## src/rtl/mem_wb_writeback_if.sv

```systemverilog
// MEM-stage to MEM/WB bus: one instruction's memory-stage results per cycle.
interface mem_wb_writeback_if #(
    parameter int XLEN = 32
);
    logic            m_valid;
    logic            m_reg_write;
    logic [4:0]      m_rd;
    logic [1:0]      m_wb_sel;
    logic [2:0]      m_funct3;
    logic [XLEN-1:0] m_alu_result;
    logic [XLEN-1:0] m_mem_rdata;
    logic [XLEN-1:0] m_pc;

    modport master (
        output m_valid, m_reg_write, m_rd, m_wb_sel, m_funct3,
               m_alu_result, m_mem_rdata, m_pc
    );
    modport slave (
        input  m_valid, m_reg_write, m_rd, m_wb_sel, m_funct3,
               m_alu_result, m_mem_rdata, m_pc
    );
endinterface

```

## src/rtl/mem_wb_writeback.sv

```systemverilog
// MEM/WB pipeline register plus writeback stage: load alignment/extension,
// writeback mux, register-file write port, forwarding tap, instret counter.
module mem_wb_writeback #(
    parameter int XLEN = 32
) (
    input  logic            clk,
    input  logic            reset,
    input  logic            stall,
    input  logic            flush,
    mem_wb_writeback_if.slave mem,
    output logic            reg_write,
    output logic [4:0]      write_reg,
    output logic [XLEN-1:0] write_data,
    output logic [1:0]      pc_sel,
    output logic [XLEN-1:0] pc_out,
    output logic            fwd_valid,
    output logic [4:0]      fwd_rd,
    output logic [XLEN-1:0] fwd_data,
    output logic            wb_fault,
    output logic [31:0]     instret
);
    localparam logic [1:0] WB_ALU  = 2'b00;
    localparam logic [1:0] WB_LOAD = 2'b01;
    localparam logic [1:0] WB_JAL  = 2'b10;
    localparam logic [1:0] WB_JALR = 2'b11;

    typedef struct packed {
        logic            valid;
        logic            reg_write;
        logic [4:0]      rd;
        logic [1:0]      wb_sel;
        logic [2:0]      funct3;
        logic [XLEN-1:0] alu_result;
        logic [XLEN-1:0] mem_rdata;
        logic [XLEN-1:0] pc;
    } slot_t;

    slot_t           slot;
    logic [31:0]     instret_q;
    logic            fault;
    logic            capture_retire;
    logic [1:0]      offset;
    logic [7:0]      load_byte;
    logic [15:0]     load_half;
    logic [XLEN-1:0] load_data;

    // Misaligned or illegal load encoding for a given funct3/byte offset.
    function automatic logic load_fault(input logic [2:0] f3, input logic [1:0] off);
        case (f3)
            3'b000, 3'b100: return 1'b0;
            3'b001, 3'b101: return off[0];
            3'b010:         return off != 2'b00;
            default:        return 1'b1;
        endcase
    endfunction

    // MEM/WB register: flush beats stall; flush only needs to kill valid.
    always_ff @(posedge clk or posedge reset) begin
        if (reset) begin
            slot <= '0;
        end else if (flush) begin
            slot.valid <= 1'b0;
        end else if (!stall) begin
            slot <= '{valid:      mem.m_valid,
                      reg_write:  mem.m_reg_write,
                      rd:         mem.m_rd,
                      wb_sel:     mem.m_wb_sel,
                      funct3:     mem.m_funct3,
                      alu_result: mem.m_alu_result,
                      mem_rdata:  mem.m_mem_rdata,
                      pc:         mem.m_pc};
        end
    end

    // An instruction is counted on the edge that captures it, so a held
    // slot counts exactly once and a flushed capture never counts.
    assign capture_retire = mem.m_valid &
                            !((mem.m_wb_sel == WB_LOAD) &&
                              load_fault(mem.m_funct3, mem.m_alu_result[1:0]));

    // Retired-instruction counter; wraps naturally at 2^32.
    always_ff @(posedge clk or posedge reset) begin
        if (reset)
            instret_q <= '0;
        else if (!flush && !stall && capture_retire)
            instret_q <= instret_q + 32'd1;
    end

    assign offset    = slot.alu_result[1:0];
    assign load_byte = slot.mem_rdata[{offset, 3'b000} +: 8];
    assign load_half = offset[1] ? slot.mem_rdata[31:16] : slot.mem_rdata[15:0];

    // Load extraction: pick byte/halfword at the offset and extend.
    always_comb begin
        load_data = slot.mem_rdata;
        case (slot.funct3)
            3'b000:  load_data = {{(XLEN-8){load_byte[7]}}, load_byte};
            3'b100:  load_data = {{(XLEN-8){1'b0}}, load_byte};
            3'b001:  load_data = {{(XLEN-16){load_half[15]}}, load_half};
            3'b101:  load_data = {{(XLEN-16){1'b0}}, load_half};
            default: load_data = slot.mem_rdata;
        endcase
    end

    // Writeback mux, control outputs and forwarding tap, all from the slot.
    always_comb begin
        fault      = slot.valid && (slot.wb_sel == WB_LOAD) &&
                     load_fault(slot.funct3, offset);
        write_data = slot.pc + XLEN'(4);
        case (slot.wb_sel)
            WB_ALU:  write_data = slot.alu_result;
            WB_LOAD: write_data = load_data;
            default: write_data = slot.pc + XLEN'(4);
        endcase
        pc_sel = 2'b00;
        if (slot.valid && slot.wb_sel == WB_JAL)  pc_sel = 2'b01;
        if (slot.valid && slot.wb_sel == WB_JALR) pc_sel = 2'b10;
        reg_write = slot.valid & slot.reg_write & (slot.rd != 5'd0) & !fault;
        write_reg = slot.rd;
        pc_out    = slot.pc;
        wb_fault  = fault;
        fwd_valid = reg_write;
        fwd_rd    = slot.rd;
        fwd_data  = write_data;
        instret   = instret_q;
    end
endmodule

```

## src/flat_wrapper.sv

```systemverilog
// flat-port wrapper written by rule: the top's interface ports become plain ports
module mem_wb_writeback_flat 
#(
    parameter int XLEN = 32
)
  (clk, reset, stall, flush, reg_write, write_reg, write_data, pc_sel, pc_out, fwd_valid, fwd_rd, fwd_data, wb_fault, instret, mem_m_valid, mem_m_reg_write, mem_m_rd, mem_m_wb_sel, mem_m_funct3, mem_m_alu_result, mem_m_mem_rdata, mem_m_pc);
  mem_wb_writeback_if #(.XLEN(XLEN)) mem_i ();
  input  logic clk;
  input  logic reset;
  input  logic stall;
  input  logic flush;
  output logic reg_write;
  output logic [4:0] write_reg;
  output logic [XLEN-1:0] write_data;
  output logic [1:0] pc_sel;
  output logic [XLEN-1:0] pc_out;
  output logic fwd_valid;
  output logic [4:0] fwd_rd;
  output logic [XLEN-1:0] fwd_data;
  output logic wb_fault;
  output logic [31:0] instret;
  input wire logic [$bits(mem_i.m_valid)-1:0] mem_m_valid;
  input wire logic [$bits(mem_i.m_reg_write)-1:0] mem_m_reg_write;
  input wire logic [$bits(mem_i.m_rd)-1:0] mem_m_rd;
  input wire logic [$bits(mem_i.m_wb_sel)-1:0] mem_m_wb_sel;
  input wire logic [$bits(mem_i.m_funct3)-1:0] mem_m_funct3;
  input wire logic [$bits(mem_i.m_alu_result)-1:0] mem_m_alu_result;
  input wire logic [$bits(mem_i.m_mem_rdata)-1:0] mem_m_mem_rdata;
  input wire logic [$bits(mem_i.m_pc)-1:0] mem_m_pc;
  assign mem_i.m_valid = mem_m_valid;
  assign mem_i.m_reg_write = mem_m_reg_write;
  assign mem_i.m_rd = mem_m_rd;
  assign mem_i.m_wb_sel = mem_m_wb_sel;
  assign mem_i.m_funct3 = mem_m_funct3;
  assign mem_i.m_alu_result = mem_m_alu_result;
  assign mem_i.m_mem_rdata = mem_m_mem_rdata;
  assign mem_i.m_pc = mem_m_pc;
  mem_wb_writeback #(.XLEN(XLEN)) u_core (.clk(clk), .reset(reset), .stall(stall), .flush(flush), .mem(mem_i), .reg_write(reg_write), .write_reg(write_reg), .write_data(write_data), .pc_sel(pc_sel), .pc_out(pc_out), .fwd_valid(fwd_valid), .fwd_rd(fwd_rd), .fwd_data(fwd_data), .wb_fault(wb_fault), .instret(instret));
endmodule
```

## config.mk

```make
export PLATFORM = sky130hd
export DESIGN_NAME = mem_wb_writeback_flat
export DESIGN_NICKNAME = d
export VERILOG_FILES = /design/src/rtl/mem_wb_writeback_if.sv /design/src/rtl/mem_wb_writeback.sv /design/src/flat_wrapper.sv
export SDC_FILE = /design/constraint.sdc
export NUM_CORES = 1
export LEC_CHECK = 0
export ABC_AREA = 1
export CORE_UTILIZATION = 50
export CTS_BUF_LIST = sky130_fd_sc_hd__clkbuf_2 sky130_fd_sc_hd__clkbuf_4 sky130_fd_sc_hd__clkbuf_8
export DETAILED_ROUTE_END_ITERATION = 16
export PLACE_DENSITY = 0.84
export SLEW_MARGIN = 20
export SYNTH_ARGS = -nofsm -noshare
export SYNTH_HDL_FRONTEND = slang
export SYNTH_SLANG_ARGS = --single-unit
```

## constraint.sdc

```tcl
create_clock -name clk -period 5.8 [get_ports clk]
set_clock_uncertainty 0.2 [all_clocks]
set_input_delay 1.16 -clock clk [delete_from_list [all_inputs] [get_ports clk]]
set_output_delay 1.16 -clock clk [all_outputs]
set_load 0.1 [all_outputs]
```

## Word level (Yosys, flattened, before mapping)

Cells that the tools add are included.

| word-level totals | value |
|---|---|
| flip-flop bits (word level) | 140 |
| input port bits | 112 |
| output and inout bits | 143 |
| logic and storage cells | 62 |

| cells by class | value |
|---|---|
| add/subtract/negate cells | 2 |
| equality and inequality tests | 13 |
| shift operators | 1 |
| mux-type cells | 9 |
| bitwise gates (word level) | 6 |
| reduce and logical (&&, ||, !) cells | 22 |

Operators by type and width:

| kind | number |
|---|---|
| one-hot mux 32 bit (4 select lines) | 1 |
| 2-to-1 mux 108 bit | 1 |
| one-hot mux 32 bit (2 select lines) | 1 |
| adder 32 x 1 -> 32 bit (second input constant) | 1 |
| adder 32 x 3 -> 32 bit (second input constant) | 1 |
| variable part select 32 x 6 -> 8 bit | 1 |
| 2-to-1 mux 16 bit | 1 |
| == test 3 bit (second input constant) | 4 |
| OR reduction 2 bit | 4 |
| logical AND 1 bit | 7 |
| == test 3 x 1 -> 1 bit (second input constant) | 2 |
| == test 3 x 2 -> 1 bit (second input constant) | 2 |
| zero test 3 bit | 2 |
| one-hot mux 1 bit (3 select lines) | 2 |
| nonzero test 5 bit | 1 |
| AND 1 bit | 4 |
| == test 2 x 1 -> 1 bit (second input constant) | 2 |
| == test 2 bit (second input constant) | 2 |
| zero test 1 bit | 4 |
| nonzero test 2 bit | 2 |
| zero test 2 bit | 1 |
| 2-to-1 mux 1 bit | 2 |
| 2-to-1 mux 2 bit | 1 |
| != test 2 x 1 -> 1 bit (second input constant) | 1 |
| 2 further kinds | 3 |

## Logic depth before layout (Yosys ltp)

Gate-level depths: netlist of run 1.

| logic depth | value |
|---|---|
| depth in word-level cells | 7 |
| depth in mapped cells | 12 |
| depth with buffers taken out | 10 |

## Least setup slack after synthesis of run 1

Ideal clock, no wire load.

| timing path | value |
|---|---|
| kind | flip-flop to output port |
| from | register u_core.slot (netlist bit u_core.offset[1]) |
| to | output reg_write |
| arrival time | 3622 ps |
| data required time | 4440 ps |
| path slack | 818 ps |
| cell stages (with the launch flop) | 8 |
| buffers on the path | 4 |
| cells stage by stage | dfrtp_1 > buf_6 > buf_2 > buf_2 > nor4_1 > nor2_1 > nor2_1 > buf_4 |

| on the way | value |
|---|---|
| word-level cells in the longest chain between the ends | 5 |

Ends and longest elaborated chain:

| what | line | source |
|---|---|---|
| start: declaration | mem_wb_writeback.sv:38 | `slot_t slot;` |
| start signal: assignment | mem_wb_writeback.sv:64 | `slot <= '{valid: mem.m_valid,` |
| nonzero test 2 bit | mem_wb_writeback.sv:52 | `3'b010: return off != 2'b00;` |
| one-hot mux 1 bit (3 select lines) | mem_wb_writeback.sv:49 | `case (f3)` |
| logical AND 1 bit | mem_wb_writeback.sv:107 | `fault = slot.valid && (slot.wb_sel == WB_LOAD) &&` |
| net wb_fault | flat_wrapper.sv:20 | `output logic wb_fault;` |
| zero test 1 bit | mem_wb_writeback.sv:118 | `reg_write = slot.valid & slot.reg_write & (slot.rd != 5'd0) & !fault;` |
| AND 1 bit | mem_wb_writeback.sv:118 |  |
| end: declaration | flat_wrapper.sv:12 | `output logic reg_write;` |

The timed path passes the listed nets, and every way through them passes these cells.

## Worst setup path in the final report of run 1

| timing path | value |
|---|---|
| from | register u_core.slot (netlist bit u_core.offset[1]) |
| to | output write_data[17] |

| on the way | value |
|---|---|
| word-level cells in the longest chain between the ends | 3 |
| elaborated cells on any way between the ends | 4 |
| those cells by class | shift (1); mux (3) |

Ends and longest elaborated chain:

| what | line | source |
|---|---|---|
| variable part select 32 x 6 -> 8 bit or 2-to-1 mux 16 bit (tied branches) | mem_wb_writeback.sv:90, mem_wb_writeback.sv:91 |  |
| one-hot mux 32 bit (4 select lines) (*) | mem_wb_writeback.sv:96 | `case (slot.funct3)` |
| one-hot mux 32 bit (2 select lines) (*) | mem_wb_writeback.sv:110 | `case (slot.wb_sel)` |
| end: declaration | flat_wrapper.sv:14 | `output logic [XLEN-1:0] write_data;` |

Every way passes the cells marked *; elsewhere a longest branch is shown, timed or not.

==> results.tsv, run 1 <==
metric	value	unit
port_buffers	254	
netSwitchingPower	2.20	mW
cp-start-kind	register	
irDropWorstVdd	332	µV
fmax	204	MHz
dp_hpwl	22100	µm
synth-compound-area-share	9.68	%
grt_max_degree	107	
yosys.area_share.simple	36.0	%
synth-xor-area-share	0.795	%
seqPwrFrac	29.2	%
cts_buffers	17	
routedWlPerCell	17.1	µm
cts_root_buffer	clkbuf_8	
cts_resized	0	
ctsHoldBuffers	0	
tns	0	ns
p_leak	5.09	nW
syn-num-nets	1402	
firstDrtPassIters	5	
fin_cells	1689	
final_common_cell	nand2_1	
drc_errors	0	
synthesis.area	0.00881	mm²
min_path_type	reg2reg	
fp.dieH	135	µm
grt_usage	32.2	%
antenna_found_initial	0	
reg2reg_slack	3.87	ns
final_cell_mix	nand2_1 (509), clkdlybuf4s50_1 (241), dfrtp_1 (140)	
cp_max_fo	27	
worstReg2RegStart	u_core.instret[0]$_DFFE_PP0P_	
grt_overflow	0	
n_fill_cell	1530	
hold_viol	0	
multi_input_area	0.00412	mm²
drv_cap	0	
vias	8941	
timing.critical_path.arrival	3.54	ns
clock_power_share	19.5	%
place_inst	1657	
status	complete, no violations	
synthAdderAreaFrac	0.284	%
worstPathRequired	4.44	ns
regArea	0.00350	mm²
startpoint	u_core.offset[1]$_DFFE_PP0P_	
slew_headroom	28.7	%
cts.reportedPaths.clkPinSlew	0.09	ns
area_growth	28.0	%
place.gp.congestion	0.960	
intPower	1.89	mW
syn_area_per_cell	6.84	µm²
dieArea	0.0182	mm²
cts_sinks	140	
final.period_utilization	84.4	%
synth.distinct_cells	36	
drive_gt1_share	6.56	%
hold_path_depth	2	
worst_pin_slew	1.07	ns
critPathCaptureType	output pin	
rr_endpoint	u_core.instret[18]$_DFFE_PP0P_	
via_per_inst	5.29	
period_needed	4.90	ns
post_cts_buffers	0	
power_density	363	mW/mm²
core_area	0.0172	mm²
clk_latency	0.46	ns
rsz0062_at_grt	no	
synthCells	1288	
wl	28900	µm
start_util	51.1	%
n_antenna_cell	0	
cts_htree_levels	4	
cts_tree	yes	
setup_viol	0	
r2r_cells	10	
muxShareOfSynthArea	0	%
grt_pass1_wl	44200	µm
yosys_warnings	0	
criticalPathCategory	reg2out	
swShare	53.8	%
ios	255	
synth_top_family_by_area	simple AND/OR/NAND/NOR gates	
rows	48	
clock_path_buffers	2	
crit_end	write_data[17]	
die_w	135	µm
power.total	4.09	mW
seq_area_frac_synth	39.8	%
drtIter0Drc	852	
drv_slew	0	
grt_pass1_vias	8229	
ant_nets	0	
finalNetCount	1565	
synth-seq-cells	140	
comb_power_share	51.2	%
## layout make-up
| class | count | area share, % |
|---|---|---|
| sequential | 140 | 31.1 |
| inverter | 108 | 3.66 |
| clock inverter | 15 | 1.40 |
| multi-input combinational | 922 | 36.5 |
| clock buffer | 17 | 2.07 |
| tap | 225 | 2.50 |
| timing repair buffer | 262 | 22.8 |
## worst max-delay path, stage by stage (launching register included)
cell and delay (ns):
dfrtp_1 0.88, nand2_1 0.21, nand2_2 0.12, nand2_2 0.05
nand2_2 0.08, nand2_4 0.09, nand3_4 0.22, nand2_1 0.11
nand3_1 0.15, clkdlybuf4s50_1 1.15
## stage by stage
stage / util, % / hold slack [ns] / worst slack, ns / cell area, µm²
floorplan: - / 0.236 / 0.687 / 8810
CTS: 65.4 / 0.279 / 0.913 / 11300
global route: 65.4 / 0.304 / 0.784 / 11300
global placement: 63.2 / 0.249 / 1.47 / 10900
finish: 65.4 / 0.277 / 0.903 / 11300
detailed placement: 63.2 / 0.258 / 1.43 / 10900
## power by group through the flow
stage                     Clock, mW  Combinational (mW)  Sequential [mW]
after global placement            0                2.08             1.21
after floorplan                   0                1.63             1.26
after CTS                     0.806                2.10             1.19
after detailed placement          0                2.09             1.21
after global routing          0.847                2.18             1.21
final                         0.799                2.10             1.20
## Yosys cell counts, drive strengths merged
cell type / number / area share, %
xnor2: 1 / 0.099
nand3b: 28 / 2.4
nand3: 54 / 3.3
o2111ai: 2 / 0.20
o311ai: 1 / 0.099
a22oi: 2 / 0.17
nand2: 518 / 22
nor3: 4 / 0.23
clkinv: 1 / 0.043
buf: 103 / 8.2
o21ai: 108 / 6.1
o211ai: 6 / 0.51
xor2: 7 / 0.70
a21oi: 42 / 2.5
and2: 6 / 0.43
o221ai: 1 / 0.099
nand4: 9 / 0.64
dfrtp: 140 / 40
inv: 107 / 4.6
ha: 2 / 0.28
nor4: 1 / 0.071
clkbuf: 15 / 0.64
nor2: 130 / 6.5
## per-layer routing
| metal | vias up | share of wire [%] | global-route usage [%] |
|---|---|---|---|
| li1 | 4298 | - | - |
| met1 | 4168 | 41 | 41.7 |
| met2 | 433 | 48 | 54.2 |
| met3 | 42 | 8.4 | 5.63 |
| met4 | 0 | 2.5 | 11.7 |
| met5 | - | 0 | 0 |
## how the worst min path moves through the flow
stage | start | to
4_1_cts | u_core.slot[106]$_DFFE_PP0P_ | u_core.slot[106]$_DFFE_PP0P_
5_1_grt | u_core.slot[71]$_DFFE_PP0P_ | u_core.slot[71]$_DFFE_PP0P_
3_3_place_gp | u_core.slot[106]$_DFFE_PP0P_ | u_core.slot[106]$_DFFE_PP0P_
3_5_place_dp | u_core.slot[106]$_DFFE_PP0P_ | u_core.slot[106]$_DFFE_PP0P_
2_1_floorplan | u_core.slot[106]$_DFFE_PP0P_ | u_core.slot[106]$_DFFE_PP0P_
6_report | u_core.slot[106]$_DFFE_PP0P_ | u_core.slot[106]$_DFFE_PP0P_
## sequential cells by signal (all words and copies together) (netlist names)
name            flops
u_core.fwd_rd       5
u_core.slot        69
u_core.offset       2
u_core.pc_out      32
u_core.instret     32
## cell families (layout without fill, tap and decap cells)
group / Yosys count / count (layout)
AOI/OAI and AO/OA: 162 / 162
xor gates and xnor gates: 8 / 8
adders and majority gates: 2 / 2
buffers and inverters: 226 / 402
DFF: 140 / 140
and+or+nand+nor: 750 / 750
(Power assumes the default switching activity.)
==> run 2: changes to the inputs <==
Clock period 5.8 ns to 4.6 ns, I/O delays scaled along.
==> run 2 against run 1 <==
  * Wire length rose by 1.1%
  * Clock power increased by 38%
  * Sequential cell count unchanged
  * Global-route usage grew 0.47 points
  * Non-clock buffer count grew 2
  * Register-to-register slack worse by 1.2 ns
  * Sequential share of layout area rose by 0.21 points
  * Cell area is 0.67% lower
  * Largest cell class unchanged
  * Via count is essentially flat
  * Critical path depth is 4 lower
  * Power up 27%
  * Largest power group unchanged
==> results.tsv, run 2 (synthesized netlist as in run 1, its figures left out) <==
metric	value	unit	change
setup_viol	0		unchanged
drc_errors	0		unchanged
port_buffers	254		unchanged
cts_sinks	140		unchanged
cts_buffers	17		unchanged
cts_tree	yes		
critPathCaptureType	output pin		
critical-path-max-stage-delay	0.55	ns	-0.60 ns
ios	255		unchanged
clock_power_share	21.0	%	+1.5 points
grt_pass1_vias	8632		+4.9%
grt_usage	32.7	%	+0.47 points
cp_common_cell	buf_4		
netSwitchingPower	2.74	mW	+24%
comb_power_share	50.0	%	-1.2 points
fp.dieH	135	µm	unchanged
cts_htree_levels	4		unchanged
wl	29200	µm	+1.1%
min_path_type	reg2reg		
antenna_found_initial	0		unchanged
place.gp.congestion	0.959		-0.17%
clk_latency	0.46	ns	about the same
clock_path_buffers	2		unchanged
cts.reportedPaths.clkPinSlew	0.08	ns	about the same
holdWs	0.274	ns	-0.00297 ns
worstPathRequired	3.48	ns	-0.96 ns
irDropWorstVdd	386	µV	+16%
core_area	0.0172	mm²	unchanged
drive_gt1_share	10.6	%	+4.0 points
seqPwrFrac	29.0	%	-0.2 points
ctsHoldBuffers	0		unchanged
dieArea	0.0182	mm²	unchanged
vias	8934		-0.078%
slowest_stage	dfrtp_1		
grt_overflow	0		unchanged
crit_chain	buf_4 -> nor2_4 -> inv_1 -> o211ai_1 -> buf_4		
swShare	52.5	%	-1.3 points
die_w	135	µm	unchanged
intPower	2.48	mW	+31%
final_common_cell	nand2_1		
tns	0	ns	unchanged
power_density	465	mW/mm²	+28%
crit_family	buffers and inverters		
drv_slew	0		unchanged
dp_hpwl	22500	µm	+1.5%
drv_cap	0		unchanged
cp_max_fo	18		-33%
n_fill_cell	1557		+1.8%
worst_pin_slew	0.995	ns	-0.0715 ns
n_antenna_cell	0		unchanged
finalNetCount	1567		+0.13%
cts_root_buffer	clkbuf_8		
rsz0062_at_grt	no		
start_util	51.1	%	unchanged
hold_viol	0		unchanged
p_leak	5.19	nW	+2.1%
largest-register	u_core.slot		
slew_headroom	33.5	%	+4.8 points
period_needed	3.87	ns	
grt_pass1_wl	45300	µm	+2.4%
criticalPathCategory	reg2out		
firstDrtPassIters	5		unchanged
ant_nets	0		unchanged
cp-start-kind	register		
status	complete, no violations		
final.period_utilization	84.2	%	
final_cell_mix	nand2_1 (509), clkdlybuf4s50_1 (185), dfrtp_1 (140)		
rows	48		unchanged
cts_resized	0		unchanged
routedWlPerCell	17.3	µm	+0.96%
post_cts_buffers	0		unchanged
grt_max_degree	103		-3.7%
fin_util	65.0	%	-0.44 points
timing.critical_path.arrival	2.75	ns	-0.79 ns
via_per_inst	5.28		-0.20%
drtIter0Drc	709		-17%
area_growth	27.2	%	
path_buf_inv	3		+2
fmax	258	MHz	
largest_reg_flops	69		unchanged
==> run 2: cell types whose count changed in the layout (fill, tap and decap cells not counted), sizes merged <==
cell           before  now
buf                21   79
bufinv              1    3
clkbuf             17   20
clkdlybuf4s50     241  185
inv               114  109
==> run 2: metal layers <==
| metal | track usage, % | share of wire, % | up-vias |
|---|---|---|---|
| met5 | 0 | 0 | - |
| met4 | 12.5 | 3.1 | 0 |
| met3 | 7.55 | 8.4 | 54 |
| met2 | 54.1 | 48 | 401 |
| met1 | 41.5 | 41 | 4173 |
| li1 | - | - | 4306 |
==> run 2: stage by stage <==
| step | area, µm² | std cells | worst slack, ns | total power, mW |
|---|---|---|---|---|
| CTS | 11200 | 1691 | 0.756 | 5.22 |
| floorplan | 8820 | 1288 | 0.264 | 3.64 |
| finish | 11200 | 1691 | 0.728 | 5.22 |
| global route | 11200 | 1691 | 0.586 | 5.40 |
| global placement | 10800 | 1659 | 1.27 | 4.11 |
| detailed placement | 10800 | 1659 | 1.25 | 4.13 |
==> run 2: power groups by stage <==
stage / sequential, mW / clock [mW] / combinational [mW]
after global routing: 1.53 / 1.16 / 2.71
after floorplan: 1.59 / 0 / 2.06
final: 1.51 / 1.10 / 2.61
after CTS: 1.51 / 1.10 / 2.61
after detailed placement: 1.53 / 0 / 2.60
after global placement: 1.53 / 0 / 2.59
==> run 2: tightest hold or removal path: stages (launching register included) <==
cell and delay [ns]:
dfrtp_1 0.35, nand2_1 0.05, nand2_1 0.05
==> run 2: final timing paths <==
kind                                                from                              to  slack [ns]  cells past startpoint
hold reg to reg              u_core.slot[75]$_DFFE_PP0P_     u_core.slot[75]$_DFFE_PP0P_        0.27                      2
setup / recovery            u_core.slot[100]$_DFFE_PP0P_                     fwd_data[5]        0.73                      5
setup reg to reg           u_core.instret[0]$_DFFE_PP0P_  u_core.instret[18]$_DFFE_PP0P_        2.64                     10
max in group asynchronous                          reset    u_core.pc_out[4]$_DFFE_PP0P_        2.63                      3
hold / removal               u_core.slot[75]$_DFFE_PP0P_     u_core.slot[75]$_DFFE_PP0P_        0.27                      2
min in group asynchronous                          reset     u_core.slot[62]$_DFFE_PP0P_        0.74                      2
==> run 2: final cells by class <==
class / instances / area [µm²] / area share [%]
Clock buffer: 20 / 269 / 2.40
Timing Repair Buffer: 264 / 2460 / 21.9
Clock inverter: 12 / 159 / 1.42
Multi-Input combinational cell: 922 / 4120 / 36.8
Sequential cell: 140 / 3500 / 31.3
Tap cell: 225 / 282 / 2.51
Inverter: 108 / 412 / 3.67
==> run 3: changes to the inputs <==
Settings changed: CORE_UTILIZATION 50 to 45, PLACE_DENSITY 0.84 to 0.79.
Clock period 4.6 ns to 3.3 ns, I/O delays scaled along.
==> run 3 against run 2 <==
  * Count of clock-buffer cells in the layout is 2 lower
  * Die area is 11% higher
  * Register-to-register slack worse by 1.3 ns
  * Core utilization is 1.3 points lower
  * Via count is 0.39% lower
  * Final cell count is 2.4% higher
  * Non-clock buffer count is 4 higher
  * Global-route usage is 3.4 points lower
  * Clock power is 33% higher
  * Critical endpoint is now fwd_data[30]
  * Highest routed layer unchanged
==> results.tsv, run 3 (synthesized netlist as in run 1, its figures left out) <==
metric	value	unit	change
setup_viol	0		unchanged
grt_max_degree	141		+37%
hold_viol	0		unchanged
n_antenna_cell	0		unchanged
ios	255		unchanged
fp.dieH	142	µm	+5.3%
slowest_stage	dfrtp_1		
wl	29000	µm	-0.69%
worstPathRequired	2.44	ns	-1.04 ns
critical-path-max-stage-delay	0.46	ns	-0.09 ns
place.gp.congestion	0.944		-1.6%
multi_input_area	0.00422	mm²	+2.4%
drive_gt1_share	17.5	%	+7.0 points
power.total	7.80	mW	+49%
worstReg2RegStart	u_core.instret[0]$_DFFE_PP0P_		
ant_nets	0		unchanged
antenna_found_initial	0		unchanged
startpoint	u_core.pc_out[10]$_DFFE_PP0P_		
area_growth	37.0	%	
cts_htree_levels	4		unchanged
grt_pass1_wl	44700	µm	-1.3%
clk_latency	0.47	ns	about the same
finalNetCount	1572		+0.32%
crit_chain	nand2_1 -> nor2_1 -> nand2_1 -> nor2_1 -> nand3_1 -> nand2_1 -> nand2_1 -> nand2_1 -> buf_12		
cp_max_fo	5		-13
regArea	0.00351	mm²	+0.18%
rsz0062_at_grt	no		
crit_family	simple AND/OR/NAND/NOR gates		
fin_cells	1731		+2.4%
place_inst	1696		+2.2%
rows	50		+4.2%
vias	8899		-0.39%
drv_cap	0		unchanged
dp_hpwl	22200	µm	-1.4%
start_util	46.5	%	-4.6 points
routedWlPerCell	16.8	µm	-3.0%
worst_pin_slew	0.762	ns	-0.233 ns
grt_overflow	0		unchanged
clock_path_buffers	2		unchanged
critPathCaptureType	output pin		
timing.critical_path.arrival	2.33	ns	-0.42 ns
slew_headroom	49.2	%	+16 points
period_needed	3.19	ns	
cp-start-kind	register		
cts_root_buffer	clkbuf_8		
dieArea	0.0201	mm²	+11%
min_path_type	reg2reg		
via_per_inst	5.14		-2.7%
status	complete, no violations		
final_cell_mix	nand2_1 (508), dfrtp_1 (135), clkdlybuf4s50_1 (111)		
fmax	313	MHz	
grt_pass1_vias	8241		-4.5%
final.period_utilization	96.7	%	
drtIter0Drc	672		-5.2%
criticalPathCategory	reg2out		
largest_reg_flops	69		unchanged
port_buffers	254		unchanged
firstDrtPassIters	6		+1
irDropWorstVdd	825	µV	+110%
cts.reportedPaths.clkPinSlew	0.09	ns	about the same
n_fill_cell	1710		+9.8%
hold_path.startpoint	u_core.slot[84]$_DFFE_PP0P_		
power_density	646	mW/mm²	+39%
path_buf_inv	1		-2
grt_usage	29.3	%	-3.4 points
p_leak	5.62	nW	+8.2%
cts_tree	yes		
core_area	0.0190	mm²	+10%
drv_slew	0		unchanged
die_w	142	µm	+5.3%
drc_errors	0		unchanged
largest-register	u_core.slot		
cp_common_cell	nand2_1		
cts_sinks	140		unchanged
cts_buffers	17		unchanged
final_common_cell	nand2_1		
==> run 3: path summary, 6_finish.rpt <==
| path | end | slack (ns) | depth (start not counted) |
|---|---|---|---|
| setup / recovery | fwd_data[30] | 0.11 | 9 |
| hold / removal | u_core.slot[84]$_DFFE_PP0P_ | 0.28 | 2 |
| setup reg to reg | u_core.instret[18]$_DFFE_PP0P_ | 1.37 | 10 |
| hold reg to reg | u_core.slot[84]$_DFFE_PP0P_ | 0.28 | 2 |
| max in group asynchronous | u_core.pc_out[4]$_DFFE_PP0P_ | 1.74 | 3 |
| min in group asynchronous | u_core.pc_out[0]$_DFFE_PP0P_ | 0.55 | 3 |
==> run 3: final cells by class <==
type	instances	area share [%]
well taps	260	2.70
clock inverters	14	1.32
flip-flops and latches	140	29.1
multi-input cells	923	35.0
inverters	108	3.48
clock buffers	18	2.05
repair buffers	268	26.4
==> run 3: repair_timing <==
action,CTS,global route
resized for setup,3,21
gates cloned,0,1
buffers inserted,0,2
endpoints found under the setup margin,5,44
hold buffers,0,0
pin swaps,0,1
==> run 3: per-layer routing <==
layer	part of all wire, %	track usage, %	up-vias
met1	41	37.7	4127
li1	-	-	4315
met2	47	48.1	401
met5	0	0	-
met3	8.2	7.03	56
met4	3.1	10.2	0
==> run 3: metrics by stage <==
| stage | setup slack (ns) | hold slack [ns] | setup TNS (ns) | util (%) | area [µm²] |
|---|---|---|---|---|---|
| final | 0.109 | 0.276 | 0 | 63.7 | 12100 |
| after global routing | 0.00825 | 0.298 | 0 | 63.7 | 12100 |
| after CTS | 0.0116 | 0.275 | 0 | 63.2 | 12000 |
| after detailed placement | 0.484 | 0.254 | 0 | 61.0 | 11600 |
| after global placement | 0.522 | 0.251 | 0 | 61.0 | 11600 |
| after floorplan | -0.521 | 0.236 | -2.06 | - | 8870 |
==> run 3: tightest hold or removal path, delay by kind of cell (launching register included) <==
| kind | cells | cell delay (ns) |
|---|---|---|
| flops | 1 | 0.35 |
| simple gates | 2 | 0.09 |
==> run 3: power by group <==
part	total, mW	leakage, nW	internal (mW)	switching (mW)
clock network	1.46	0.195	0.705	0.759
registers	2.10	1.77	1.90	0.195
logic	4.23	3.65	1.21	3.02
